[config.mk]
export PLATFORM = sky130hd
export DESIGN_NAME = harness_serial_frame_controller
export DESIGN_NICKNAME = d
export VERILOG_FILES = /design/src/rtl/harness_serial_frame_controller.sv
export SDC_FILE = /design/constraint.sdc
export NUM_CORES = 1
export LEC_CHECK = 0
export CAP_MARGIN = 20
export CORE_MARGIN = 5
export CORE_UTILIZATION = 45
export CTS_CLUSTER_SIZE = 16
export DETAILED_ROUTE_END_ITERATION = 10
export PLACE_DENSITY_LB_ADDON = 0.05
export SYNTH_ARGS = -nofsm -noshare
export SYNTH_HDL_FRONTEND = slang
export SYNTH_SLANG_ARGS = --single-unit
[constraint.sdc]
create_clock -name clock -period 8.4 [get_ports clock]
set_clock_uncertainty 0.1 [all_clocks]
set_input_delay 0.84 -clock clock [delete_from_list [all_inputs] [get_ports clock]]
set_output_delay 0.84 -clock clock [all_outputs]
set_load 0.02 [all_outputs]
[src/rtl/harness_serial_frame_controller.sv]
// Serial test-frame sequencer: deserialises DUT operands, applies them atomically,
// waits a fixed latency, captures the DUT results and serialises them back out.
module harness_serial_frame_controller #(
    parameter int WORD_WIDTH   = 36,
    parameter int IN_CHANNELS  = 3,
    parameter int OUT_CHANNELS = 1,
    parameter int SERIAL_WIDTH = 1,
    parameter int DUT_LATENCY  = 0
) (
    input  logic                                clock,
    input  logic                                reset,
    input  logic                                start,
    input  logic [SERIAL_WIDTH-1:0]             serial_in,
    output logic [SERIAL_WIDTH-1:0]             serial_out,
    output logic                                busy,
    output logic                                done,
    output logic [15:0]                         frame_count,
    output logic [IN_CHANNELS*WORD_WIDTH-1:0]   dut_in,
    input  logic [OUT_CHANNELS*WORD_WIDTH-1:0]  dut_out
);

    localparam int IN_W      = IN_CHANNELS * WORD_WIDTH;
    localparam int OUT_W     = OUT_CHANNELS * WORD_WIDTH;
    localparam int IN_BEATS  = IN_W / SERIAL_WIDTH;
    localparam int OUT_BEATS = OUT_W / SERIAL_WIDTH;
    localparam int MAX_IO    = (IN_BEATS > OUT_BEATS) ? IN_BEATS : OUT_BEATS;
    localparam int MAX_BEATS = (MAX_IO > DUT_LATENCY) ? MAX_IO : DUT_LATENCY;
    localparam int CNT_W     = (MAX_BEATS > 1) ? $clog2(MAX_BEATS) : 1;

    localparam logic [CNT_W-1:0] CNT_ONE  = CNT_W'(1);
    localparam logic [CNT_W-1:0] IN_LAST  = CNT_W'(IN_BEATS - 1);
    localparam logic [CNT_W-1:0] OUT_LAST = CNT_W'(OUT_BEATS - 1);
    localparam logic [CNT_W-1:0] LAT_LAST = CNT_W'((DUT_LATENCY > 0) ? DUT_LATENCY - 1 : 0);

    if (WORD_WIDTH % SERIAL_WIDTH != 0) begin : g_bad_serial_width
        $error("WORD_WIDTH must be a multiple of SERIAL_WIDTH");
    end
    if (DUT_LATENCY < 0 || DUT_LATENCY > 255) begin : g_bad_latency
        $error("DUT_LATENCY must be in 0..255");
    end

    typedef enum logic [2:0] {
        ST_IDLE      = 3'd0,
        ST_SHIFT_IN  = 3'd1,
        ST_APPLY     = 3'd2,
        ST_WAIT      = 3'd3,
        ST_CAPTURE   = 3'd4,
        ST_SHIFT_OUT = 3'd5,
        ST_DONE      = 3'd6
    } state_t;

    state_t                  state_q, state_d;
    logic [CNT_W-1:0]        cnt_q, cnt_d;
    logic [IN_W-1:0]         shadow_q, shadow_d;
    logic [IN_W-1:0]         dut_in_q, dut_in_d;
    logic [OUT_W-1:0]        result_q, result_d;
    logic [15:0]             frame_count_q, frame_count_d;
    logic [IN_W+SERIAL_WIDTH-1:0] shadow_cat;

    // New beats enter at the top of the shadow chain and walk toward the LSB.
    assign shadow_cat = {serial_in, shadow_q};

    // Next-state and datapath update for the frame sequencer.
    always_comb begin
        state_d       = state_q;
        cnt_d         = cnt_q;
        shadow_d      = shadow_q;
        dut_in_d      = dut_in_q;
        result_d      = result_q;
        frame_count_d = frame_count_q;
        case (state_q)
            ST_IDLE: begin
                if (start) begin
                    state_d = ST_SHIFT_IN;
                    cnt_d   = '0;
                end else begin
                    cnt_d   = '0;
                end
            end
            ST_SHIFT_IN: begin
                shadow_d = shadow_cat[IN_W+SERIAL_WIDTH-1:SERIAL_WIDTH];
                if (cnt_q == IN_LAST) begin
                    state_d = ST_APPLY;
                    cnt_d   = '0;
                end else begin
                    cnt_d   = cnt_q + CNT_ONE;
                end
            end
            ST_APPLY: begin
                dut_in_d = shadow_q;
                cnt_d    = '0;
                if (DUT_LATENCY > 0) begin
                    state_d = ST_WAIT;
                end else begin
                    state_d = ST_CAPTURE;
                end
            end
            ST_WAIT: begin
                if (cnt_q == LAT_LAST) begin
                    state_d = ST_CAPTURE;
                    cnt_d   = '0;
                end else begin
                    cnt_d   = cnt_q + CNT_ONE;
                end
            end
            ST_CAPTURE: begin
                result_d = dut_out;
                cnt_d    = '0;
                state_d  = ST_SHIFT_OUT;
            end
            ST_SHIFT_OUT: begin
                result_d = result_q >> SERIAL_WIDTH;
                if (cnt_q == OUT_LAST) begin
                    state_d = ST_DONE;
                    cnt_d   = '0;
                end else begin
                    cnt_d   = cnt_q + CNT_ONE;
                end
            end
            ST_DONE: begin
                frame_count_d = frame_count_q + 16'd1;
                cnt_d         = '0;
                state_d       = ST_IDLE;
            end
            default: begin
                state_d = ST_IDLE;
                cnt_d   = '0;
            end
        endcase
    end

    // State and datapath registers.
    always_ff @(posedge clock or posedge reset) begin
        if (reset) begin
            state_q       <= ST_IDLE;
            cnt_q         <= '0;
            shadow_q      <= '0;
            dut_in_q      <= '0;
            result_q      <= '0;
            frame_count_q <= 16'd0;
        end else begin
            state_q       <= state_d;
            cnt_q         <= cnt_d;
            shadow_q      <= shadow_d;
            dut_in_q      <= dut_in_d;
            result_q      <= result_d;
            frame_count_q <= frame_count_d;
        end
    end

    // Status and serial output decode from registered state only.
    always_comb begin
        busy = (state_q != ST_IDLE);
        done = (state_q == ST_DONE);
        if (state_q == ST_SHIFT_OUT) begin
            serial_out = result_q[SERIAL_WIDTH-1:0];
        end else begin
            serial_out = '0;
        end
    end

    assign dut_in      = dut_in_q;
    assign frame_count = frame_count_q;

endmodule

==> results of run 1 <==
## power by group
part	switching, mW	internal (mW)	total, mW
clock	0.513	0.765	1.28
sequential	0.126	1.52	1.65
combinational	0.485	0.452	0.937
## flip-flops by register name, indices dropped and copies added, names as in the netlist
register,cells
dut_in,108
shadow_q,108
result_q,36
frame_count,16
cnt_q,7
state_q,3
## cell type report
type                    count  area (µm²)  area share, %
clock buffers              39         803           5.83
clock inverters            14         169           1.23
inverters                   6        26.3          0.191
multi-input cells         406        3680           26.7
flip-flops and latches    278        6960           50.5
well taps                 319         399           2.90
repair buffers            174        1750           12.7
## kinds of logic after synthesis
logic type                 count (synthesis)  synth area share, %
AOI/OAI and AO/OA                         44                 2.22
xor gates and xnor gates                  21                 1.69
adders and majority gates                  3                0.345
buffers and inverters                     43                 2.22
DFF                                      278                 64.0
muxes                                    251                 25.6
and+or+nand+nor                           87                 3.98
## layer usage
| metal | wire, µm | GRT usage (%) |
|---|---|---|
| met1 | 8760 | 20.5 |
| met2 | 9580 | 24.5 |
| met3 | 998 | 2.98 |
| met4 | 524 | 4.16 |
| met5 | 0 | 0 |
## how the worst max path moves through the flow
stage,endpoint,slack (ns),cells past startpoint,from
finish,done,5.00,4,state_q[0]
global route,done,4.88,4,state_q[0]
CTS,done,4.93,4,state_q[0]
detailed placement,dut_in[52],4.98,4,reset
global placement,dut_in[49],5.08,4,reset
floorplan,cnt_q[0],3.78,1,reset
## cell usage in the layout (no fill, tap or decap), drive strengths merged, types with 2 or more instances in the layout
master         netlist  final
nand3b               2      2
a21o                 2      2
dfrtp              278    278
clkinvlp             0      6
nor2b                2      2
nand2               47     47
nand3                7      7
bufinv               0      3
xnor2               18     18
o21ai               37     37
clkdlybuf4s50        0    166
inv                  6      6
nor2                10     10
mux2               216    216
xor2                 3      3
ha                   3      3
clkbuf               7     39
buf                 30      8
and3                 3      3
nand4                6      6
mux2i               35     35
nor3                 3      3
clkinv               0      5
a21oi                3      3
## critical path: cells and delay by family, from the launching register on
family	cells	cell delay, ns
buffers and inverters	3	1.15
DFF	1	0.40
and+or+nand+nor	1	0.38
## metrics by stage
step	area (µm²)	setup slack [ns]	hold WS, ns	util [%]
after floorplan	10900	3.78	0.342	-
after global placement	12800	5.08	0.361	54.2
after detailed placement	12800	4.98	0.365	54.2
after CTS	13800	4.93	0.377	58.3
after global routing	13800	4.88	0.391	58.4
final	13800	5.00	0.375	58.4
==> summary.md, run 1 <==
| Metric | Value |
|---|---|
| Status | finished clean |
| # placed instances | approximately 1200 |
| Clk sinks | 278 |
| Gr ovfl total | 0 |
| First-pass GRT wire length | roughly 34000 µm |
| Number of synthesized flops with an enable pin | 0 |
| Final net count | 938 |
| Crit end category | output port |
| GRT Overall Usage | 14.9% |
| Leak | 6.60 nW |
| Fraction of final layout cells sized beyond drive strength 1 | 28.6% |
| Synth top area cells | dfrtp_1, mux2_2, mux2i_1 |
| Synth Cell Area | 10900 µm² |
| Most numerous cell in the Yosys netlist | dfrtp_1 |
| Rows | 56 |
| Commonest cells in the netlist | dfrtp_1, mux2_2, nand2_1, o21ai_0, mux2i_1 |
| Clock Pin Slew Worst Setup and Hold Paths | roughly 0.06 ns |
| Asr flop ratio synth | 100% |
| Number of global-route vias before repair | 6513 |
| DR vias | 6107 |
| #FFs+latches synth | 278 |
| Worst reg-to-reg setup slack | 5.66 ns |
| Final wirelength | 19900 µm |
| TritonCTS Buffers | 29 |
| ANT cells | 0 |
| Initial antenna violation count | 0 |
| Syn avg cell area | about 15 µm² |
| Netlist cell types | 36 |
| FF-to-FF End | shadow_q[95] |
| Die Width | 165 µm |
| Slew Limit Fails | 0 |
| CTS max path bufs | 3 |
| Die area | 27400 µm² |
| Ys Warns | 0 |
| Hold WC Path Type | flop to flop |
| DR iter-0 viols | about 230 |
| Fin cells | 1236 |
| DRC errors left | 0 |
| Worst EP arrival | ~2.5 ns |
| CP max stage delay | 0.64 ns |
| Hold path startpoint | frame_count[15] |
| Syn Nets | 770 |
| I/O Buffers | 166 |
| Unrepaired setup endpoints after global routing | no |
| Yosys top cell area share | 64.0% |
| Reg-to-reg startpoint | state_q[1] |
| CTS root buf | clkbuf_16 |
| Fin. Hold Viols | 0 |
| Pin count of the biggest net entering global routing | 135 |
| Max Cap Violations | 0 |
| Seq/Total Area, Yosys | a little under two thirds |
| Tcrit/Tclk final | 40.5% |
| Req. time, crit path | between 7 and 8 ns |
| Post-CTS Setup Bufs | 0 |
| Slowest CP cell | clkdlybuf4s50_1 |
| Yosys top cell by area | dfrtp_1 |
| Io pins | roughly 170 |
| Crit path launch type | flop |
| Power, Total | 3.86 mW |
| Die height | roughly 170 µm |
| PwrDens | roughly 280 nW/µm² |
| First-pass DRT Iterations | 4 |
| GPL Wtd Cong | 0.742 |
| Core area | roughly 24000 µm² |
| Final HPWL DP | 13000 µm |
| Skew-Pair Late Insertion Delay | 0.53 ns |
| Setup TNS | 0 ns |
| Syn Inst Count | 727 |
| Min Tclk post-route | 3.40 ns |
| CTS tree | built |
| Setup Viol. Count Final | 0 |
| DR vias/cell | 4.94 |
| Post-synth top flop | dfrtp_1 |
| Hold Path End | frame_count[15] |
| Worst-case headroom to the max-slew limit | between 20 and 30% |
| Critical-path cell list | buf_4 -> nand3b_1 -> inv_1 -> clkdlybuf4s50_1 |
| Worst-path fanout max | 43 |
| FILL cells | 1884 |
| R2R cell count | 4 |
| H-Tree Depth | 1 |
| DRT antenna net count | 0 |
| Actual slew at the worst max-slew pin | around 1.1 ns |
| Resized cells post-CTS | 0 |
| Peak supply drop | 0.000183 V |
| Hold Crit Depth | 1 |
| Avg WL per Cell | around 16 µm |
| Initial Util | a little under half |
| CP Class | flop to output port |
| Area Growth Syn to Fin | 26.7% |
| Number of hold buffers added after CTS | 0 |
| FMAX | a little under 0.3 GHz |
Power figures use the tool's default switching activity.
==> run 2: changes to the inputs <==
==> constraint.sdc (replaced) <==
create_clock -name clock -period 3.2 [get_ports clock]
set_clock_uncertainty 0.1 [all_clocks]
set_input_delay 0.32 -clock clock [delete_from_list [all_inputs] [get_ports clock]]
set_output_delay 0.32 -clock clock [all_outputs]
set_load 0.02 [all_outputs]
==> summary.md, run 2 (same netlist as run 1, synthesis figures left out) <==
| Metric | Value |
|---|---|
| CP Launch Point | state_q[0] |
| Most common cell after layout, fill and taps aside | dfrtp_1 |
| CTS max path bufs | 3 (unchanged) |
| Fin util | 58.4% (about the same) |
| Gr ovfl total | 0 (unchanged) |
| CTS tree | built |
| Switching part of the total | 29.4% (+0.32 points) |
| R2R cell count | 4 (unchanged) |
| Worst-case headroom to the max-slew limit | 56.4% (+29 points) |
| Setup TNS | 0 ns (unchanged) |
| Max Cap Violations | 0 (unchanged) |
| Seq pwr share | 43.6% (+0.9 points) |
| Crit end category | output port |
| Tcrit/Tclk final | a little under 90% |
| Number of hold buffers added after CTS | 0 (unchanged) |
| FILL cells | 1932 (+2.5%) |
| Actual slew at the worst max-slew pin | 0.653 ns (-0.432 ns) |
| Logic pwr share | 25.1% (+0.9 points) |
| DRT antenna net count | 0 (unchanged) |
| Worst-path fanout max | 36 (-16%) |
| Final net count | 940 (+0.21%) |
| Initial antenna violation count | 0 (unchanged) |
| Post-CTS Setup Bufs | 0 (unchanged) |
| Avg WL per Cell | 16.3 µm (+1.5%) |
| Worst reg-to-reg setup slack | 1.07 ns (-4.59 ns) |
| Pin count of the biggest net entering global routing | 109 (-19%) |
| CTS root buf | clkbuf_16 |
| Int Pwr | 7.04 mW (+160%) |
| Area Growth Syn to Fin | 26.7% (about the same) |
| Min Tclk post-route | 2.81 ns |
| Io pins | 167 (unchanged) |
| Placed Area | 12900 µm² (+0.61%) |
| Net Switching | 2.94 mW (+160%) |
| Resized cells post-CTS | 0 (unchanged) |
| Unrepaired setup endpoints after global routing | no |
| Clock Pin Slew Worst Setup and Hold Paths | 0.06 ns (about the same) |
| Setup Viol. Count Final | 0 (unchanged) |
| Hold WC Path Type | input port to asynchronous set/reset pin |
| Fin. Hold Viols | 0 (unchanged) |
| Die area | 27400 µm² (unchanged) |
| I/O Buffers | 166 (unchanged) |
| Slew Limit Fails | 0 (unchanged) |
| ANT cells | 0 (unchanged) |
| TritonCTS Buffers | 29 (unchanged) |
| Final HPWL DP | 13200 µm (+1.1%) |
| FMAX | approximately 0.36 GHz |
| Rows | 56 (unchanged) |
| Core area | 23600 µm² (unchanged) |
| DRC errors left | 0 (unchanged) |
| Most frequent cells in the layout | dfrtp_1, mux2_2, clkdlybuf4s50_1, nand2_1, o21ai_0 |
| Reg-to-reg startpoint | state_q[1] |
| Power, Total | 9.97 mW (+160%) |
| Fraction of final layout cells sized beyond drive strength 1 | 28.6% (+0.078 points) |
| Status | finished clean |
| Req. time, crit path | 2.78 ns (-4.68 ns) |
| H-Tree Depth | 1 (unchanged) |
| GRT Overall Usage | 15.2% (+0.22 points) |
| Clock Power Share | 31.3% (-1.8 points) |
| FF-to-FF End | dut_in[84] |
| Setup ws final | 0.386 ns (-4.61 ns) |
| Leak | 6.61 nW (+0.23%) |
| CP Class | flop to output port |
| Initial Util | 46.1% (unchanged) |
| Layout Cell Area excl Fill | 13800 µm² (about the same) |
| PwrDens | 724 nW/µm² (+160%) |
| Die Width | 165 µm (unchanged) |
| Dpl ws | 0.917 ns (-4.06 ns) |
| Reg area | 6960 µm² (unchanged) |
| DR vias | 6154 (+0.77%) |
| Area of the multi-input gates | 3680 µm² (unchanged) |
| Worst EP arrival | 2.39 ns (-0.07 ns) |
| First-pass DRT Iterations | 4 (unchanged) |
| DR iter-0 viols | 278 (+20%) |
| Skew-Pair Late Insertion Delay | 0.53 ns (about the same) |
| GPL Wtd Cong | 0.738 (-0.51%) |
| Peak supply drop | 0.000395 V (+120%) |
| Number of global-route vias before repair | 6679 (+2.5%) |
| Final wirelength | 20200 µm (+1.6%) |
| CP endpoint | busy |
| First-pass GRT wire length | 34200 µm (+1.2%) |
| Die height | 165 µm (unchanged) |
| Crit path launch type | flop |
| Clk sinks | 278 (unchanged) |
| DR vias/cell | 4.97 (+0.69%) |
run 2: changes by cell type in the layout (fill, tap and decap cells not counted):
cell,delta
clkinvlp_4,-4
clkinv_2,+8
clkinv_4,-1
clkbuf_8,-1
buf_4,-3
inv_6,-1
bufinv_16,-2
buf_12,+5
run 2: layer usage:
metal	vias up	routed length (µm)	GRT usage, %
met1	3101	8840	20.4
met2	127	9780	25.2
met3	32	1110	3.40
met5	-	0	0
li1	2894	-	-
met4	0	447	3.64
run 2: critical path, stage by stage, from the launching register on:
cell             delay [ns]
dfrtp_2                0.49
buf_4                  0.51
or3_1                  0.21
clkdlybuf4s50_1        0.63
run 2: power by group through the flow:
stage | clock network, mW | registers [mW] | logic (mW)
detailed placement | 0 | 4.42 | 2.52
finish | 3.12 | 4.35 | 2.50
floorplan | 0 | 4.41 | 1.85
global placement | 0 | 4.39 | 2.46
CTS | 3.24 | 4.36 | 2.53
global route | 3.38 | 4.42 | 2.75
run 2: per-stage QoR:
step,cells,hold WS (ns)
2_1_floorplan,727,0.342
3_3_place_gp,1184,0.361
3_5_place_dp,1184,0.372
4_1_cts,1236,0.108
5_1_grt,1237,0.138
6_report,1237,0.106
run 2: worst min path at each step:
stage	start	end	cells after the start
2_1_floorplan	result_q[0]	result_q[0]	2
3_3_place_gp	cnt_q[0]	cnt_q[0]	1
3_5_place_dp	result_q[14]	result_q[14]	2
4_1_cts	reset	dut_in[93]	2
5_1_grt	reset	dut_in[93]	2
6_report	reset	dut_in[93]	2
run 2: final cells by class:
type	count	area share, %
multi-input combinational	406	26.7
clock inverter	14	0.735
clock buffer	38	5.73
inverter	6	0.191
tap	319	2.90
timing repair buffer	176	13.2
sequential	278	50.5
==> run 3: changes to the inputs <==
--- a/config.mk
+++ b/config.mk
@@ -6,11 +6,11 @@
 export NUM_CORES = 1
 export LEC_CHECK = 0
 export CAP_MARGIN = 20
-export CORE_MARGIN = 5
 export CORE_UTILIZATION = 45
 export CTS_CLUSTER_SIZE = 16
 export DETAILED_ROUTE_END_ITERATION = 10
 export PLACE_DENSITY_LB_ADDON = 0.05
+export RECOVER_POWER = 50
 export SYNTH_ARGS = -nofsm -noshare
 export SYNTH_HDL_FRONTEND = slang
 export SYNTH_SLANG_ARGS = --single-unit
==> summary.md, run 3 (same netlist as run 1, synthesis figures left out) <==
| Metric | Value |
|---|---|
| First-pass GRT wire length | 33000 µm (-3.6%) |
| Actual slew at the worst max-slew pin | 1.80 ns (+1.15 ns) |
| Status | finished with violations |
| Skew-Pair Late Insertion Delay | 0.53 ns (about the same) |
| Io pins | 167 (unchanged) |
| TritonCTS Buffers | 30 (+3.4%) |
| Die Width | 157 µm (-4.8%) |
| Number of global-route vias before repair | 6473 (-3.1%) |
| Max Cap Violations | 2 (+2) |
| CTS root buf | clkbuf_16 |
| Final net count | 941 (+0.11%) |
| PwrDens | 753 nW/µm² (+4.1%) |
| CP Class | flop to output port |
| Rows | 56 (unchanged) |
| H-Tree Depth | 1 (unchanged) |
| Pin count of the biggest net entering global routing | 109 (unchanged) |
| Final HPWL DP | 12700 µm (-3.3%) |
| Tcrit/Tclk final | 81.4% (-6.5 points) |
| Min Tclk post-route | 2.61 ns (-0.209 ns) |
| Fraction of final layout cells sized beyond drive strength 1 | 28.6% (about the same) |
| Fin cells | 1241 (+0.32%) |
| FMAX | 0.384 GHz (+8.0%) |
| ANT cells | 0 (unchanged) |
| DR vias/cell | 5.00 (+0.41%) |
| I/O Buffers | 166 (unchanged) |
| Worst EP arrival | 2.19 ns (-0.20 ns) |
| Crit end category | output port |
| Final wirelength | 19600 µm (-2.8%) |
| DR iter-0 viols | 262 (-5.8%) |
| Slew Limit Fails | 68 (+68) |
| Reg-to-reg startpoint | state_q[0] |
| Setup Viol. Count Final | 0 (unchanged) |
| Violated checks | max-capacitance violations, max-slew violations |
| Largest delay share family, worst path | buffers and inverters |
| Die area | 24800 µm² (-9.4%) |
| Critical-path cell list | nand3b_1 -> inv_1 -> clkdlybuf4s50_1 |
| Leak | 6.72 nW (+1.6%) |
| CP max stage delay | 0.64 ns (about the same) |
| GPL Wtd Cong | 0.768 (+4.0%) |
| Worst-case headroom to the max-slew limit | -20.3% (-77 points) |
| Fin. Hold Viols | 0 (unchanged) |
| Worst-path fanout max | 12 (-67%) |
| Clock Pin Slew Worst Setup and Hold Paths | 0.06 ns (about the same) |
| # placed instances | 1184 (unchanged) |
| Resized cells post-CTS | 0 (unchanged) |
| R2R cell count | 4 (unchanged) |
| DRT antenna net count | 0 (unchanged) |
| Hold WC Path Type | input port to asynchronous set/reset pin |
| Initial Util | 46.1% (unchanged) |
| Peak supply drop | 0.000488 V (+23%) |
| Core area | 23600 µm² (unchanged) |
| Die height | 157 µm (-4.8%) |
| Number of hold buffers added after CTS | 0 (unchanged) |
| Gr ovfl total | 0 (unchanged) |
| Clk sinks | 278 (unchanged) |
| GRT Overall Usage | 16.6% (+1.4 points) |
| WP depth | 3 (unchanged) |
| Most common cell after layout, fill and taps aside | dfrtp_1 |
| Crit path launch type | flop |
| Slowest CP cell | clkdlybuf4s50_1 |
| Worst Path Buf+Inv | 2 (unchanged) |
| CP Launch Point | state_q[2] |
| Layout Cell Area excl Fill | 13900 µm² (+0.98%) |
| Placed Area | 12900 µm² (about the same) |
| Avg WL per Cell | 15.8 µm (-3.1%) |
| Unrepaired setup endpoints after global routing | no |
| CTS max path bufs | 3 (unchanged) |
| DR vias | 6199 (+0.73%) |
| DRC errors left | 0 (unchanged) |
| Area Growth Syn to Fin | 28.0% |
| Initial antenna violation count | 0 (unchanged) |
| Req. time, crit path | 2.78 ns (about the same) |
| Post-CTS Setup Bufs | 0 (unchanged) |
| Most frequent cells in the layout | dfrtp_1, mux2_2, clkdlybuf4s50_1, nand2_1, o21ai_0 |
| CTS tree | built |
| First-pass DRT Iterations | 4 (unchanged) |
[run 3: cell types whose count changed in the layout (fill, tap and decap cells not counted), moves of 3 or more]
cell | before | now
clkbuf_8 | 3 | 11
clkdlybuf4s50_1 | 166 | 153
clkinv_2 | 11 | 6
dlygate4sd3_1 | 0 | 13
bufinv_16 | 1 | 4
buf_12 | 7 | 4
[run 3: worst paths after layout]
path                                     end  slack, ns
worst min register to register  result_q[20]       0.38
worst max register to register  shadow_q[58]       0.96
max in group asynchronous         dut_in[80]       0.67
worst max-delay path                    done       0.59
min in group clock              result_q[35]       0.26
worst min-delay path             result_q[7]       0.23
[run 3: metal layers]
metal / GRT usage [%] / vias to the layer above / wire [µm]
li1: - / 2885 / -
met1: 22.3 / 3157 / 8770
met2: 27.5 / 124 / 9580
met3: 3.22 / 33 / 870
met4: 4.25 / 0 / 392
met5: 0 / - / 0
[run 3: report_power, final]
| part | total [mW] | internal, mW | leakage [nW] | switching [mW] |
|---|---|---|---|---|
| Combinational | 2.46 | 1.20 | 2.39 | 1.26 |
| Clock | 3.67 | 2.33 | 0.546 | 1.33 |
| Sequential | 4.36 | 4.00 | 3.78 | 0.355 |
| Total | 10.5 | 7.53 | 6.72 | 2.95 |
[run 3: worst reg2reg max path, stage by stage (launching register included)]
cell	delay [ns]
dfrtp_2	0.50
nor2b_4	0.25
and2b_4	0.53
buf_12	0.32
mux2_2	0.42
[run 3: final cells by class]
class	instances	area, µm²
clock buffer	46	942
clock inverter	10	150
fill	1879	9700
inverter	6	23.8
multi-input combinational	406	3670
sequential	278	6960
tap	319	399
timing repair buffer	176	1770
[run 3: per-stage QoR]
| step | hold slack, ns | TNS [ns] | utilization, % | power, mW | setup slack, ns |
|---|---|---|---|---|---|
| finish | 0.233 | 0 | 58.9 | 10.5 | 0.595 |
| global route | 0.268 | 0 | 58.9 | 11.1 | 0.198 |
| CTS | 0.0225 | 0 | 59.1 | 10.7 | 0.461 |
| detailed placement | 0.370 | 0 | 54.5 | 6.94 | 0.948 |
| global placement | 0.361 | 0 | 54.5 | 6.82 | 1.02 |
| floorplan | 0.342 | -250.02 | - | 6.26 | -0.899 |
